`src/rtl/vliw_regfile_sb.sv`:
```
// Two-write-slot VLIW register file with four read ports, optional write-to-read
// bypass, a per-register pending scoreboard and a registered write-collision flag.
module vliw_regfile_sb #(
  parameter int unsigned DATA_W  = 32,
  parameter int unsigned ADDR_W  = 3,
  parameter bit          BYPASS  = 1'b1,
  parameter bit          R0_ZERO = 1'b0
) (
  input  logic                   clk,
  input  logic                   reset,
  input  logic                   alu_we,
  input  logic [ADDR_W-1:0]      alu_wa,
  input  logic [DATA_W-1:0]      alu_wd,
  input  logic                   mem_we,
  input  logic [ADDR_W-1:0]      mem_wa,
  input  logic [DATA_W-1:0]      mem_wd,
  input  logic [ADDR_W-1:0]      alu_rm_a,
  input  logic [ADDR_W-1:0]      alu_rn_a,
  input  logic [ADDR_W-1:0]      mem_rn_a,
  input  logic [ADDR_W-1:0]      mem_rd_a,
  output logic [DATA_W-1:0]      alu_rm_q,
  output logic [DATA_W-1:0]      alu_rn_q,
  output logic [DATA_W-1:0]      mem_rn_q,
  output logic [DATA_W-1:0]      mem_rd_q,
  output logic                   alu_rm_hz,
  output logic                   alu_rn_hz,
  output logic                   mem_rn_hz,
  output logic                   mem_rd_hz,
  input  logic                   iss_alu_v,
  input  logic [ADDR_W-1:0]      iss_alu_rd,
  input  logic                   iss_mem_v,
  input  logic [ADDR_W-1:0]      iss_mem_rd,
  input  logic                   flush,
  output logic [2**ADDR_W-1:0]   pending,
  output logic                   wr_collision
);

  localparam int unsigned NREGS = 2**ADDR_W;

  logic [DATA_W-1:0] regs_q [NREGS];
  logic [DATA_W-1:0] regs_d [NREGS];
  logic [NREGS-1:0]  pending_q, pending_d;
  logic              coll_q, coll_d;

  logic [ADDR_W-1:0] ra  [4];
  logic [DATA_W-1:0] rq  [4];
  logic [3:0]        rhz;

  // MEM slot is applied last so it wins a same-address write.
  always_comb begin
    regs_d = regs_q;
    if (alu_we) regs_d[alu_wa] = alu_wd;
    if (mem_we) regs_d[mem_wa] = mem_wd;
    if (R0_ZERO) regs_d[0] = '0;
  end

  assign coll_d = alu_we && mem_we && (alu_wa == mem_wa);

  always_comb begin
    pending_d = pending_q;
    for (int unsigned r = 0; r < NREGS; r++) begin
      if ((iss_alu_v && iss_alu_rd == ADDR_W'(r)) || (iss_mem_v && iss_mem_rd == ADDR_W'(r)))
        pending_d[r] = 1'b1;
      else if ((alu_we && alu_wa == ADDR_W'(r)) || (mem_we && mem_wa == ADDR_W'(r)))
        pending_d[r] = 1'b0;
    end
    if (flush) pending_d = '0;
    if (R0_ZERO) pending_d[0] = 1'b0;
  end

  always_ff @(posedge clk) begin
    if (reset) begin
      for (int unsigned r = 0; r < NREGS; r++) regs_q[r] <= '0;
      pending_q <= '0;
      coll_q    <= 1'b0;
    end else begin
      regs_q    <= regs_d;
      pending_q <= pending_d;
      coll_q    <= coll_d;
    end
  end

  assign ra[0] = alu_rm_a;
  assign ra[1] = alu_rn_a;
  assign ra[2] = mem_rn_a;
  assign ra[3] = mem_rd_a;

  // A bypassed read also masks the hazard, since the producer's data is on the wire now.
  always_comb begin
    for (int unsigned p = 0; p < 4; p++) begin
      rq[p]  = regs_q[ra[p]];
      rhz[p] = pending_q[ra[p]];
      if (BYPASS && alu_we && alu_wa == ra[p]) begin
        rq[p]  = alu_wd;
        rhz[p] = 1'b0;
      end
      if (BYPASS && mem_we && mem_wa == ra[p]) begin
        rq[p]  = mem_wd;
        rhz[p] = 1'b0;
      end
      if (R0_ZERO && ra[p] == '0) begin
        rq[p]  = '0;
        rhz[p] = 1'b0;
      end
    end
  end

  assign alu_rm_q     = rq[0];
  assign alu_rn_q     = rq[1];
  assign mem_rn_q     = rq[2];
  assign mem_rd_q     = rq[3];
  assign alu_rm_hz    = rhz[0];
  assign alu_rn_hz    = rhz[1];
  assign mem_rn_hz    = rhz[2];
  assign mem_rd_hz    = rhz[3];
  assign pending      = pending_q;
  assign wr_collision = coll_q;

endmodule

```
`config.mk`:
```
export PLATFORM = sky130hd
export DESIGN_NAME = vliw_regfile_sb
export DESIGN_NICKNAME = d
export VERILOG_FILES = /design/src/rtl/vliw_regfile_sb.sv
export SDC_FILE = /design/constraint.sdc
export NUM_CORES = 1
export LEC_CHECK = 0
export CORE_UTILIZATION = 45
export DETAILED_ROUTE_END_ITERATION = 10
export PLACE_DENSITY_LB_ADDON = 0.05
export SYNTH_ARGS = -nofsm -noshare
export SYNTH_HDL_FRONTEND = slang
export SYNTH_SLANG_ARGS = --single-unit
```
`constraint.sdc`:
```
create_clock -name clk -period 1.47 [get_ports clk]
set_input_delay 0.147 -clock clk [delete_from_list [all_inputs] [get_ports clk]]
set_output_delay 0.147 -clock clk [all_outputs]
set_load 0.05 [all_outputs]
```
==> results.md <==
* Met3 Track Usage GR at 0.0694
* Worst VDD drop at 0.647 mV
* R2r worst-path depth at 4
* Post-Route WL at 100 mm
* Congestion Overflow GR at 0
* Flop-to-flop setup slack at 0.50 ns
* Vias/cell at around 6.7
* GR Util met1 at 0.501
* Wire per inst at 28.8 um
* Final Power at roughly 28,000 uW
* Fmax at approximately 0.44 GHz
* CTS Buffer Depth at 3
* DR vias at 23,200
* Final setup viols at 132
* Status: complete, but fails checks
* PD cells at 766 mW/mm^2
* Final Hold Fails at 0
* Core area at 0.0504 mm^2
* Area Growth Syn to Fin at 56.2%
* FP Rows at approximately 80
* CP startpoint kind: register
* Worst Path Class, Setup: reg -> out
* Starting Density at 0.459
* Required @ worst endpoint at 1.32 ns
* Fin util at 0.717
* CTS sink cnt at 265
* Clock Latency Late Sink at roughly 0.55 ns
* Hold Path Class: in -> reg
* Max cap viols at 0
* Post-layout net count at between 2,000 and 3,000
* Fillers at 3,462
* FF+latch area at 0.00557 mm^2
* Worst-Margin Slew at just over 1 ns
* CTS tree: done
* Critical Path Source: regs_q[68]
* Crit-path max FO at 4
* Mapped Area at 0.0231 mm^2
* Register area share after synthesis at 0.230
* Global-route wire length before repair at 150 mm
* Multi-input gate area at 0.0203 mm^2
* RSZ-0062 raised after global routing: yes
* Root Buffer: clkbuf_16
* Clock-pin slew on the worst setup and hold paths at about 0.060 ns
* DIE HEIGHT at approximately 230 um
* Synthesized instance count at 2,382
* Violated checks: setup timing
* Synth warnings at 0
* Leakage at 0.0137 uW
* First-iteration detailed-routing DRC count at a little under 3,000
* Critical path endpoint category: output pin
* Die X-Extent at 229 um
* Post-synth cell types at 35
* Post-synth EDFFs at 0
* Hold_buf cts at 0
* Critical R2R Launch: regs_q[30]
* Syn Nets at 2,477
* Ys flop type: dfxtp_1
* Syn_area_per_cell at 9.70 um^2
* Max-slew violations at 0
* H-Tree Depth at 2
* RePlAce Congestion at 0.945
* # port buffers at between 200 and 250
* Share of cells above drive strength 1 at 0.552
* Largest net degree at the start of global routing at 66
* Reg2reg end: regs_q[30]
* Arrival @ worst endpoint at around 2.1 ns
* CTS buffer count at 34
* Die area at 0.0523 mm^2
* Slew HR at 0.313
* Final ANT Viol Nets at 0
* DRC violations left at 0
* Yosys reg bits at approximately 270
* Final Cycle Share at 1.55
* Layout Skew at 0 ns
* IO Count at 236
* Vias in the first global route at roughly 24,000
* CP endpoint: alu_rn_q[4]
* Router iterations before antenna repair at 7
* GRT busiest layer: met2
* Initial antenna violation count at 1
* Met2 GRT Util at 0.598
* Post-synth ARST share at 0
* Fin worst setup slack at -0.814 ns
* Post-layout minimum cycle time at 2.28 ns
* Post-DP HPWL at roughly 67 mm
* Tot GR Track Use at 0.377
## cells in the mapped netlist, types with 3 or more instances
master	instances	area, um^2
dfxtp_1	265	5310
nand2b_1	6	37.5
a211oi_2	20	250
nand4_1	8	50.1
nand4b_1	6	52.6
o31ai_1	128	961
nand3_1	4	20.0
buf_6	42	473
a211oi_1	364	2730
nand2_1	133	499
mux4_2	264	5950
a21oi_1	3	15.0
xnor2_1	25	219
a31oi_1	7	43.8
nor2_1	391	1470
nor3_1	7	35.0
buf_2	86	430
o22ai_1	4	25.0
and4_1	8	70.1
buf_1	12	45.0
nor2b_1	129	807
buf_8	3	45.0
buf_4	33	248
nand3b_1	5	37.5
clkbuf_1	157	589
mux2i_1	260	2600
## power by group
part | internal [uW] | switching [uW] | leakage, uW
Combinational | 5180 | 5880 | 0.0109
Sequential | 7590 | 461 | 0.00225
Clock | 5050 | 3490 | 0.000539
## logic make-up after synthesis
kind of cell | Yosys count | share of synthesized area
and+or+nand+nor | 703 | 0.136
AOI/OAI and AO/OA | 527 | 0.175
xor gates and xnor gates | 27 | 0.0102
muxes | 524 | 0.370
buffers and inverters | 336 | 0.0798
DFF | 265 | 0.230
## how the worst min path moves through the flow
stage / from / to / slack (ns) / cells after the start
after floorplan: iss_alu_rd[0] / pending[7] / 0.30 / 2
after global placement: pending[1] / pending[1] / 0.52 / 2
after detailed placement: pending[1] / pending[1] / 0.53 / 2
after CTS: reset / regs_q[115] / 0.04 / 2
after global routing: reset / regs_q[225] / 0.07 / 2
final: reset / regs_q[115] / 0.06 / 2
## flip-flops by register name, indices dropped and copies added, names as in the netlist
signal,flops
wr_collision,1
pending,8
regs_q,256
## placed cells by master, fill, tap and decap left out, drive strengths merged, types with 5 or more instances in the layout
master / synthesis / final
and4: 8 / 8
dfxtp: 265 / 265
clkinv: 0 / 7
mux4: 264 / 264
nand2b: 7 / 7
nand3b: 5 / 5
nor2b: 129 / 129
nand4: 8 / 8
a31oi: 7 / 7
nor3: 8 / 8
a211oi: 384 / 384
o31ai: 128 / 128
buf: 176 / 614
clkdlybuf4s50: 0 / 74
nand2: 133 / 133
xnor2: 25 / 25
mux2i: 260 / 260
nor2: 391 / 391
clkbuf: 159 / 48
nand4b: 6 / 6
## metrics by stage
| stage | area [um^2] | hold WS, ns | instances | setup slack, ns | setup TNS (ns) |
|---|---|---|---|---|---|
| floorplan | 26300 | 0.303 | 2382 | -0.207 | -22.41 |
| global placement | 32200 | 0.520 | 3383 | -0.840 | -246.37 |
| detailed placement | 32200 | 0.531 | 3383 | -0.836 | -256.03 |
| CTS | 35600 | 0.0366 | 3456 | -0.871 | -91.49 |
| global route | 36100 | 0.0712 | 3476 | -0.881 | -94.36 |
| finish | 36100 | 0.0620 | 3476 | -0.814 | -89.41 |
## area by class of cell
class                      count  area share
multi-input combinational   1781       0.562
timing repair buffer         701       0.230
clock inverter                12     0.00392
inverter                       1    0.000104
clock buffer                  43      0.0262
tap                          672      0.0233
antenna                        1   0.0000693
sequential                   265       0.154
## critical path: stages, from the launching register on
cell      delay, ns
dfxtp_4        0.36
mux4_2         0.47
nor2b_4        0.15
a211oi_4       0.33
o31ai_4        0.12
buf_6          0.16
## what timing repair did
action	4_1_cts	5_1_grt
resized for setup	565	88
pin swaps	221	22
hold endpoints to repair	0	0
cloned	3	4
endpoints found under the setup margin	319	218
buffers inserted	15	15
## per-layer routing
layer / part of all wire / wire length [um] / vias to the layer above
met4: 0.043 / 4350 / 0
met1: 0.39 / 39100 / 11800
met3: 0.094 / 9390 / 271
met5: 0 / 0 / -
met2: 0.47 / 47200 / 1342
li1: - / - / 9820
Note: power is estimated with default switching activity, not from simulation.
